`src/rtl/spi_sclk_engine.sv`:
```
// SPI serial clock engine: bursts of bit_count SCLK cycles in any CPOL/CPHA
// mode, with launch/sample strobes for the shifter and a busy/done handshake.
//
// Parameters: DIV_WIDTH (divider width), CNT_WIDTH (bit_count width).
// Ports:
//   wb_clk, reset           system clock, synchronous active-high reset
//   divider                 SCLK half-period minus one (wb_clk cycles)
//   cpol, cpha              SPI mode, latched when go is accepted
//   bit_count               bits per burst, 0 makes go a no-op
//   go                      start request, honoured only when idle
//   sclk                    registered SPI clock
//   busy, done              burst in progress / one-cycle end pulse
//   launch_stb, sample_stb  one-cycle shifter strobes on SCLK edges
// Optional build macro SPI_CLKGEN_LEGACY_EN adds cpol0/cpol1, a free-running
// clock pair toggling every divider+1 cycles from the live divider.
module spi_sclk_engine #(
    parameter int DIV_WIDTH = 16,
    parameter int CNT_WIDTH = 6
) (
    input  logic                 wb_clk,
    input  logic                 reset,
    input  logic [DIV_WIDTH-1:0] divider,
    input  logic                 cpol,
    input  logic                 cpha,
    input  logic [CNT_WIDTH-1:0] bit_count,
    input  logic                 go,
    output logic                 sclk,
    output logic                 busy,
    output logic                 done,
    output logic                 launch_stb,
    output logic                 sample_stb
`ifdef SPI_CLKGEN_LEGACY_EN
    ,
    output logic                 cpol0,
    output logic                 cpol1
`endif
);

    typedef enum logic [1:0] {
        IDLE,
        RUN,
        TAIL
    } state_t;

    localparam logic [DIV_WIDTH-1:0] HONE = 1;
    localparam logic [CNT_WIDTH:0]   EONE = 1;

    state_t               state;
    logic [DIV_WIDTH-1:0] hcnt;
    logic [DIV_WIDTH-1:0] div_q;
    logic [CNT_WIDTH:0]   ecnt;
    logic                 cpol_q;
    logic                 cpha_q;
    logic                 leading;
    logic                 last;

    // ecnt counts remaining edges; an even remainder means the next
    // edge has an odd index, i.e. it is the leading edge of a bit.
    assign leading = ~ecnt[0];
    assign last    = (ecnt == EONE);

    always_ff @(posedge wb_clk) begin
        if (reset) begin
            state      <= IDLE;
            hcnt       <= '0;
            div_q      <= '0;
            ecnt       <= '0;
            cpol_q     <= 1'b0;
            cpha_q     <= 1'b0;
            sclk       <= 1'b0;
            busy       <= 1'b0;
            done       <= 1'b0;
            launch_stb <= 1'b0;
            sample_stb <= 1'b0;
        end else begin
            done       <= 1'b0;
            launch_stb <= 1'b0;
            sample_stb <= 1'b0;
            case (state)
                IDLE: begin
                    sclk <= cpol;
                    if (go && (bit_count != '0)) begin
                        div_q      <= divider;
                        cpol_q     <= cpol;
                        cpha_q     <= cpha;
                        hcnt       <= divider;
                        ecnt       <= {bit_count, 1'b0};
                        busy       <= 1'b1;
                        // CPHA=0 drives the first bit before any edge
                        launch_stb <= ~cpha;
                        state      <= RUN;
                    end
                end
                RUN: begin
                    if (hcnt != '0) begin
                        hcnt <= hcnt - HONE;
                    end else begin
                        sclk <= ~sclk;
                        hcnt <= div_q;
                        ecnt <= ecnt - EONE;
                        if (cpha_q) begin
                            launch_stb <= leading;
                            sample_stb <= ~leading;
                        end else begin
                            sample_stb <= leading;
                            // no bit follows the final trailing edge
                            launch_stb <= ~leading & ~last;
                        end
                        if (last) begin
                            state <= TAIL;
                        end
                    end
                end
                TAIL: begin
                    if (hcnt != '0) begin
                        hcnt <= hcnt - HONE;
                    end else begin
                        done  <= 1'b1;
                        busy  <= 1'b0;
                        state <= IDLE;
                    end
                end
                default: state <= IDLE;
            endcase
        end
    end

`ifdef SPI_CLKGEN_LEGACY_EN
    logic [DIV_WIDTH-1:0] lcnt;

    // >= keeps the counter bounded if the live divider shrinks
    always_ff @(posedge wb_clk) begin
        if (reset) begin
            lcnt  <= '0;
            cpol0 <= 1'b0;
            cpol1 <= 1'b1;
        end else if (lcnt >= divider) begin
            lcnt  <= '0;
            cpol0 <= ~cpol0;
            cpol1 <= ~cpol1;
        end else begin
            lcnt <= lcnt + HONE;
        end
    end
`endif

endmodule

```
`config.mk`:
```
export PLATFORM = sky130hd
export DESIGN_NAME = spi_sclk_engine
export DESIGN_NICKNAME = d
export VERILOG_FILES = /design/src/rtl/spi_sclk_engine.sv
export SDC_FILE = /design/constraint.sdc
export NUM_CORES = 1
export LEC_CHECK = 0
export CORE_MARGIN = 2
export CORE_UTILIZATION = 56
export CTS_CLUSTER_DIAMETER = 40
export DETAILED_ROUTE_END_ITERATION = 7
export PLACE_DENSITY = 0.8
export REMOVE_ABC_BUFFERS = 1
export SLEW_MARGIN = 5
export SYNTH_ARGS = -nofsm -noshare
export SYNTH_HDL_FRONTEND = slang
export SYNTH_SLANG_ARGS = --single-unit
```
`constraint.sdc`:
```
create_clock -name wb_clk -period 2.8 [get_ports wb_clk]
set_input_delay 0.56 -clock wb_clk [delete_from_list [all_inputs] [get_ports wb_clk]]
set_output_delay 0.56 -clock wb_clk [all_outputs]
set_load 0.01 [all_outputs]
```
==> flow_metrics.py, run 1 <==
metrics = {
    "timing": {
        "finClkSkew_ns": 0.0178,
        "clock.fmax_mhz": 375,
        "max_slew_margin_pct": 60.0,
        "finalMaxSlewViolations": 0,
        "grt_setup_unrepaired": "no",
        "finalCriticalPeriod_ns": 2.67,
        "finalCritPeriodShare_pct": 95.2,
        "worstMarginPinSlew_ns": 0.599,
        "hold_viol_final": 0,
        "setup_viol": 0,
        "setup_slack_ns": 0.134,
    },
    "pwr": {
        "power_density_nw_per_um2": 798,
        "peakVddDrop_v": 0.000474,
        "leakagePower_nw": 1.19,
    },
    "cts": {
        "cts_root_buf": "clkbuf_8",
        "hold_buffers": 0,
        "cts_repair_resize_count": 0,
        "cts.sinks": 47,
        "cts_max_level": 2,
        "postCtsSetupBuffers": 0,
        "cts_tree": "done",
        "clk_pin_slew_ns": 0.09,
        "clk_latency_ns": 0.31,
        "cts_max_path_buffers": 2,
        "cts-buffers-inserted": 5,
    },
    "grt": {
        "grt_pass1_wl_um": 12700,
        "gr-total-overflow": 0,
        "grtUsageTotal_pct": 29.3,
        "grt_pass1_vias": 2758,
        "grt_max_degree": 35,
        "antenna_found_initial": 0,
    },
    "die": {
        "ios": 32,
        "core_um2": 4750,
        "die_h_um": 74.5,
        "initial_core_util_pct": 58.5,
        "die_x_um": 74.5,
        "die-area_um2": 5550,
        "rows": 25,
    },
    "cells_and_area": {
        "antenna_cells": 0,
        "area_growth_pct": 17.4,
        "layout_common_cells": "50 x nand2_1, 47 x dfxtp_1, 35 x a21oi_1, 31 x clkdlybuf4s50_1",
        "layout_commonest_cell": "nand2_1",
        "fillCellCount": 413,
        "ff_latch_area_um2": 941,
        "multi_input_area_um2": 1680,
        "final_area_um2": 3270,
        "drive_gt1_share_pct": 7.67,
        "nNetsFinal": 426,
    },
    "worst_setup_path": {
        "r2r_slack_ns": 0.13,
        "worst-setup-path-type": "flop to flop",
        "crit_start": "hcnt[0]",
        "r2r_end": "hcnt[3]",
        "arrival_ns": 2.85,
        "r2r.worst_path.cells": 7,
        "rr_startpoint": "hcnt[0]",
        "critPathLaunchType": "flop",
        "cp_max_fo": 10,
        "critPathRequiredTime_ns": 2.98,
        "worstSetupEndpointType": "flop",
    },
    "min_path": {
        "hp-start": "div_q[1]",
        "hold_path.class": "flop to flop",
        "hold_path_end": "div_q[1]",
        "hold_depth": 2,
    },
    "job": {
        "drv_cap": 0,
    },
    "logic_synthesis": {
        "avgSynthCellArea_um2": 7.58,
        "synthDistinctLibCells": 51,
        "synth-async-reset-ratio_pct": 0,
        "yosys_warnings": 0,
        "syn_inst": 367,
        "syn_area_um2": 2780,
        "ys_seq_area_share_pct": 33.8,
        "ys_seq_elements": 47,
        "synth_edf_count": 0,
        "ys.flop_type": "dfxtp_1",
    },
    "drt": {
        "first_iter_violations": 253,
        "drtPass1Iterations": 4,
        "route.detailed.drc": 0,
        "drt-total-wl_um": 7500,
        "ant_nets": 0,
        "vias": 2890,
        "routedWlPerCell_um": 16.4,
        "drt-vias-per-instance": 6.31,
    },
    "placed_design": {
        "place_area_um2": 3190,
        "place_hpwl_um": 5150,
        "gp_congestion": 0.848,
        "pre_cts_ws_ns": 0.156,
        "port_buffers": 31,
    },
    "outcome": {
        "status": "finished clean",
    },
}
stage by stage:
step	setup TNS, ns	utilization, %	hold WS (ns)	power [mW]	cells
6_report	0	68.7	0.454	2.61	458
2_1_floorplan	-2.85	-	0.425	1.77	336
4_1_cts	0	68.7	0.456	2.58	458
5_1_grt	0	68.7	0.473	2.79	458
3_3_place_gp	0	67.2	0.440	2.15	452
3_5_place_dp	0	67.2	0.444	2.20	452
registers in the layout, indices dropped and copies added, names as in the netlist:
| register | cells |
|---|---|
| busy | 1 |
| done | 1 |
| div_q | 16 |
| sclk | 1 |
| ecnt | 7 |
| launch_stb | 1 |
| hcnt | 16 |
| state | 2 |
| sample_stb | 1 |
| cpha_q | 1 |
synth_stat cells (6+ instances only):
library cell	number	area, µm²
nor4_1	6	37.5
dfxtp_1	47	941
a31oi_1	6	37.5
clkbuf_1	23	86.3
o21ai_0	21	105
inv_1	12	45.0
o21a_1	6	45.0
or4_1	7	52.6
a21oi_1	35	175
nand3_1	16	80.1
nor3_1	11	55.1
buf_2	6	30.0
o41ai_1	8	70.1
nand2_1	50	188
nor2_1	21	78.8
a211oi_1	12	90.1
ha_1	7	87.6
or3_1	6	37.5
per-layer routing:
metal	part of all wire (%)	GRT usage (%)
met1	46	39.8
met2	46	45.9
met3	7.2	6.23
met4	1.2	10.5
met5	0	0
critical path: stages, from the launching register on:
cell and delay [ns]:
dfxtp_1 0.36, inv_1 0.09, ha_1 0.19, or3b_2 0.47
or4_1 0.62, mux2_1 0.41, a221oi_1 0.27, o41ai_1 0.11
layout make-up:
cell class / instances / share of cell area (%)
clock buffer: 6 / 2.22
timing repair buffer: 49 / 13.6
tap: 67 / 2.57
inverter: 13 / 1.49
multi-input combinational: 276 / 51.3
sequential: 47 / 28.8
logic make-up after synthesis:
group / count (synthesis) / synth area share, %
AO/OA/AOI/OAI: 122 / 29.2
XOR/XNOR: 6 / 1.89
adder cells (fa/ha/maj): 7 / 3.15
buffers and inverters: 44 / 6.20
flip-flops: 47 / 33.8
multiplexers: 4 / 1.48
AND/OR/NAND/NOR: 137 / 24.2
worst max-delay path by stage:
stage / to / slack (ns)
final: hcnt[3] / 0.13
after floorplan: hcnt[13] / -0.27
after global placement: hcnt[9] / 0.28
after global routing: state[0] / 0.04
after detailed placement: hcnt[3] / 0.16
after CTS: hcnt[3] / 0.15
where the power goes:
group | switching (mW) | internal (mW) | leakage, nW
Combinational | 0.758 | 0.537 | 0.762
Sequential | 0.122 | 0.793 | 0.387
Clock | 0.229 | 0.167 | 0.0371
Total | 1.11 | 1.50 | 1.19
No activity file was read; power rests on OpenSTA's default activity.
==> inputs of run 2 (changes only) <==
SETUP_SLACK_MARGIN = 0.3   (was default)
==> flow_metrics.py, run 2 (synthesis results as in run 1) <==
metrics = {
    "cts": {
        "cts_max_path_buffers": 2,
        "cts.sinks": 47,
        "cts_tree": "done",
        "cts_root_buf": "clkbuf_8",
        "cts_max_level": 2,
        "clk_pin_slew_ns": 0.09,
        "cts-buffers-inserted": 5,
        "clk_latency_ns": 0.31,
    },
    "worst_setup_path": {
        "worst-setup-path-type": "flop to flop",
        "critPathLaunchType": "flop",
        "cp_max_fo": 7,
        "arrival_ns": 2.60,
        "r2r_slack_ns": 0.40,
        "worst_path_dominant_cell_family": "simple AND/OR/NAND/NOR gates",
        "slowest_delay_ns": 0.56,
        "crit_buf_inv": 1,
        "critPathRequiredTime_ns": 3.00,
        "worstSetupEndpointType": "flop",
        "crit_slowest_cell": "or4_4",
        "path_cells": "inv_1 -> ha_2 -> or3b_4 -> or4_4 -> o21a_1 -> a221o_1 -> a32o_1",
    },
    "timing": {
        "setup_viol": 0,
        "finalCritPeriodShare_pct": 85.8,
        "finalMaxSlewViolations": 0,
        "grt_setup_unrepaired": "no",
        "hold_viol_final": 0,
        "hold-worst-slack_ns": 0.453,
        "clock.fmax_mhz": 416,
        "timing.setup.tns_ns": 0,
        "max_slew_margin_pct": 60.1,
        "worstMarginPinSlew_ns": 0.598,
        "finClkSkew_ns": 0.0104,
        "finalCriticalPeriod_ns": 2.40,
    },
    "placed_design": {
        "gp_congestion": 0.848,
        "port_buffers": 31,
        "place_hpwl_um": 5150,
    },
    "drt": {
        "drt-total-wl_um": 7670,
        "ant_nets": 0,
        "routedWlPerCell_um": 16.6,
        "first_iter_violations": 252,
        "drt-vias-per-instance": 6.35,
        "vias": 2935,
        "drtPass1Iterations": 5,
        "route.detailed.drc": 0,
    },
    "die": {
        "ios": 32,
        "core_um2": 4750,
        "rows": 25,
        "initial_core_util_pct": 58.5,
        "die-area_um2": 5550,
        "die_h_um": 74.5,
        "die_x_um": 74.5,
    },
    "grt": {
        "grtUsageTotal_pct": 29.3,
        "grt_pass1_wl_um": 12700,
        "grt_pass1_vias": 2762,
        "antenna_found_initial": 0,
        "grt_max_degree": 35,
        "gr-total-overflow": 0,
    },
    "pwr": {
        "power_density_nw_per_um2": 796,
        "leakagePower_nw": 1.22,
        "peakVddDrop_v": 0.000490,
    },
    "cells_and_area": {
        "area_growth_pct": 19.9,
        "fillCellCount": 407,
        "layout_common_cells": "50 x nand2_1, 46 x dfxtp_1, 34 x a21oi_1, 31 x clkdlybuf4s50_1",
        "layout_commonest_cell": "nand2_1",
        "drive_gt1_share_pct": 10.4,
        "postLayoutCoreUtil_pct": 70.2,
        "reg_top3": "div_q x16, hcnt x16, ecnt x7",
        "nNetsFinal": 430,
        "antenna_cells": 0,
    },
    "outcome": {
        "status": "finished clean",
    },
    "job": {
        "drv_cap": 0,
    },
    "min_path": {
        "hold_path.class": "flop to flop",
    },
}
-- run 2: cell types whose count changed in the layout (fill, tap and decap cells not counted), sizes merged --
cell,before,now
buf,18,22
-- run 2: where the power goes --
part           total, mW  internal, mW  switching, mW
clock network      0.389         0.167          0.222
logic               1.35         0.566          0.784
registers          0.918         0.794          0.124
total               2.66          1.53           1.13
-- run 2: timing repair --
item,in CTS,in global routing
pin swaps,0,1
hold buffers,0,0
endpoints found under the setup margin,9,17
setup buffers,0,4
gates resized for setup,2,8
endpoints found under the hold margin,0,0
-- run 2: final timing paths --
path | startpoint | end | cells past startpoint
min reg2reg | div_q[1] | div_q[1] | 2
min | div_q[1] | div_q[1] | 2
max reg2reg | hcnt[0] | hcnt[13] | 7
max | hcnt[0] | hcnt[13] | 7
-- run 2: area by class of cell --
type                       instances  area (µm²)  area share (%)
clock buffer                       6        72.6            2.17
inverter                          13        48.8            1.46
timing repair buffer              53         483            14.5
multi-input combinational        276        1710            51.1
tap                               67        83.8            2.51
sequential                        47         942            28.2
-- run 2: routing by layer --
metal,GRT usage (%),vias up,share of wire [%]
li1,-,1408,-
met1,39.8,1400,46
met2,46.0,117,47
met3,6.23,10,6.3
met4,10.5,0,1.1
met5,0,-,0
-- run 2: through the flow --
step                      area (µm²)  cells  setup WS [ns]  power, mW
after global routing            3340    462          0.319       2.85
after CTS                       3270    458          0.295       2.59
final                           3340    462          0.399       2.66
after detailed placement        3190    452          0.156       2.20
after floorplan                 2660    336         -0.268       1.77
after global placement          3190    452          0.282       2.15
-- run 2: worst register-to-register path, delay by kind of cell (launching register included) --
family | cells | cell delay, ns
buf+inv | 1 | 0.08
simple gates | 2 | 0.95
compound gates | 3 | 0.72
flops | 1 | 0.35
fa+ha+maj | 1 | 0.20
==> inputs of run 3 (changes only) <==
CORE_UTILIZATION = 63   (was 56)
DONT_BUFFER_PORTS = 1   (was default)
PLACE_DENSITY = 0.75   (was 0.8)
SETUP_SLACK_MARGIN = 0.1   (was 0.3)
==> flow_metrics.py, run 3 (synthesis results as in run 1) <==
metrics = {
    "pwr": {
        "power_density_nw_per_um2": 862,
        "leakagePower_nw": 1.04,
        "p_total_mw": 2.50,
        "peakVddDrop_v": 0.000461,
    },
    "cts": {
        "cts_max_level": 2,
        "clk_pin_slew_ns": 0.08,
        "cts.sinks": 47,
        "cts_root_buf": "clkbuf_8",
        "cts_max_path_buffers": 2,
        "cts-buffers-inserted": 5,
        "cts_tree": "done",
        "clk_latency_ns": 0.30,
        "hold_buffers": 0,
        "postCtsSetupBuffers": 0,
    },
    "worst_setup_path": {
        "worstSetupEndpointType": "flop",
        "slowest_delay_ns": 0.51,
        "crit_buf_inv": 2,
        "critPathRequiredTime_ns": 2.99,
        "cp_max_fo": 13,
        "worst-setup-path-type": "flop to flop",
        "arrival_ns": 2.72,
        "path_cells": "inv_1 -> ha_1 -> or3b_2 -> or4_4 -> buf_4 -> o21a_1 -> a211oi_1 -> o41ai_1",
        "crit_slowest_cell": "or4_4",
        "worst_path_dominant_cell_family": "simple AND/OR/NAND/NOR gates",
        "critPathLaunchType": "flop",
    },
    "timing": {
        "setup_viol": 0,
        "worstMarginPinSlew_ns": 0.744,
        "max_slew_margin_pct": 50.4,
        "clock.fmax_mhz": 396,
        "finalMaxSlewViolations": 0,
        "finalCritPeriodShare_pct": 90.2,
        "grt_setup_unrepaired": "no",
        "hold_viol_final": 0,
        "finalCriticalPeriod_ns": 2.52,
        "finClkSkew_ns": 0.00514,
        "setup_slack_ns": 0.275,
        "timing.setup.tns_ns": 0,
        "hold-worst-slack_ns": 0.317,
    },
    "cells_and_area": {
        "final_area_um2": 2900,
        "reg_top3": "div_q x16, hcnt x16, ecnt x7",
        "area_growth_pct": 4.09,
        "layout_commonest_cell": "nand2_1",
        "postLayoutCoreUtil_pct": 67.5,
        "antenna_cells": 0,
        "nNetsFinal": 389,
        "fillCellCount": 391,
        "instances_no_fill": 406,
        "drive_gt1_share_pct": 7.06,
        "layout_common_cells": "50 x nand2_1, 47 x dfxtp_1, 35 x a21oi_1, 21 x nor2_1, 21 x o21ai_0",
    },
    "placed_design": {
        "pre_cts_ws_ns": 0.159,
        "gp_congestion": 0.885,
        "port_buffers": 0,
        "place_hpwl_um": 4780,
        "place_area_um2": 2820,
        "dpl.cell_count": 400,
    },
    "die": {
        "initial_core_util_pct": 64.8,
        "die_x_um": 70.5,
        "rows": 24,
        "die_h_um": 70.5,
        "ios": 32,
        "die-area_um2": 4960,
        "core_um2": 4290,
    },
    "min_path": {
        "hold_path.class": "primary input to flop",
    },
    "drt": {
        "first_iter_violations": 298,
        "ant_nets": 0,
        "route.detailed.drc": 0,
        "drtPass1Iterations": 5,
        "drt-total-wl_um": 7090,
        "vias": 2724,
        "routedWlPerCell_um": 17.5,
        "drt-vias-per-instance": 6.71,
    },
    "grt": {
        "grt_pass1_vias": 2631,
        "antenna_found_initial": 0,
        "grt_pass1_wl_um": 12200,
        "grtUsageTotal_pct": 30.4,
        "gr-total-overflow": 0,
        "grt_max_degree": 45,
    },
    "outcome": {
        "status": "finished clean",
    },
    "job": {
        "drv_cap": 0,
    },
}
run 3: where the power goes:
group | switching (mW) | leakage [nW] | internal (mW)
registers | 0.122 | 0.387 | 0.793
clock network | 0.216 | 0.0371 | 0.167
logic | 0.726 | 0.617 | 0.473
run 3: path summary, 6_finish.rpt:
path / start / end / slack (ns) / cells after the start
max: hcnt[0] / hcnt[5] / 0.28 / 8
min: reset / div_q[0] / 0.32 / 1
max reg2reg: hcnt[0] / hcnt[5] / 0.28 / 8
min reg2reg: div_q[1] / div_q[1] / 0.44 / 2
run 3: worst register-to-register path: stages, from the launching register on:
cell and delay [ns]:
dfxtp_1 0.36, inv_1 0.09, ha_1 0.19, or3b_2 0.48, or4_4 0.51, buf_4 0.22, o21a_1 0.18, a211oi_1 0.27
o41ai_1 0.12
run 3: area by class of cell:
type | instances | area [µm²] | area share, %
inverters | 13 | 48.8 | 1.68
flip-flops and latches | 47 | 941 | 32.5
clock buffers | 6 | 72.6 | 2.51
well taps | 52 | 65.1 | 2.25
repair buffers | 12 | 90.1 | 3.11
multi-input cells | 276 | 1680 | 58.0
run 3: layer usage:
| metal | global-route usage [%] | share of wire, % |
|---|---|---|
| met1 | 41.2 | 46 |
| met3 | 4.91 | 5.8 |
| met4 | 9.19 | 1.4 |
| met5 | 0 | 0 |
| met2 | 49.7 | 47 |
run 3: timing repair:
action	in CTS	in global routing
resized for setup	0	1
endpoints found under the setup margin	0	5
hold endpoints to repair	0	0
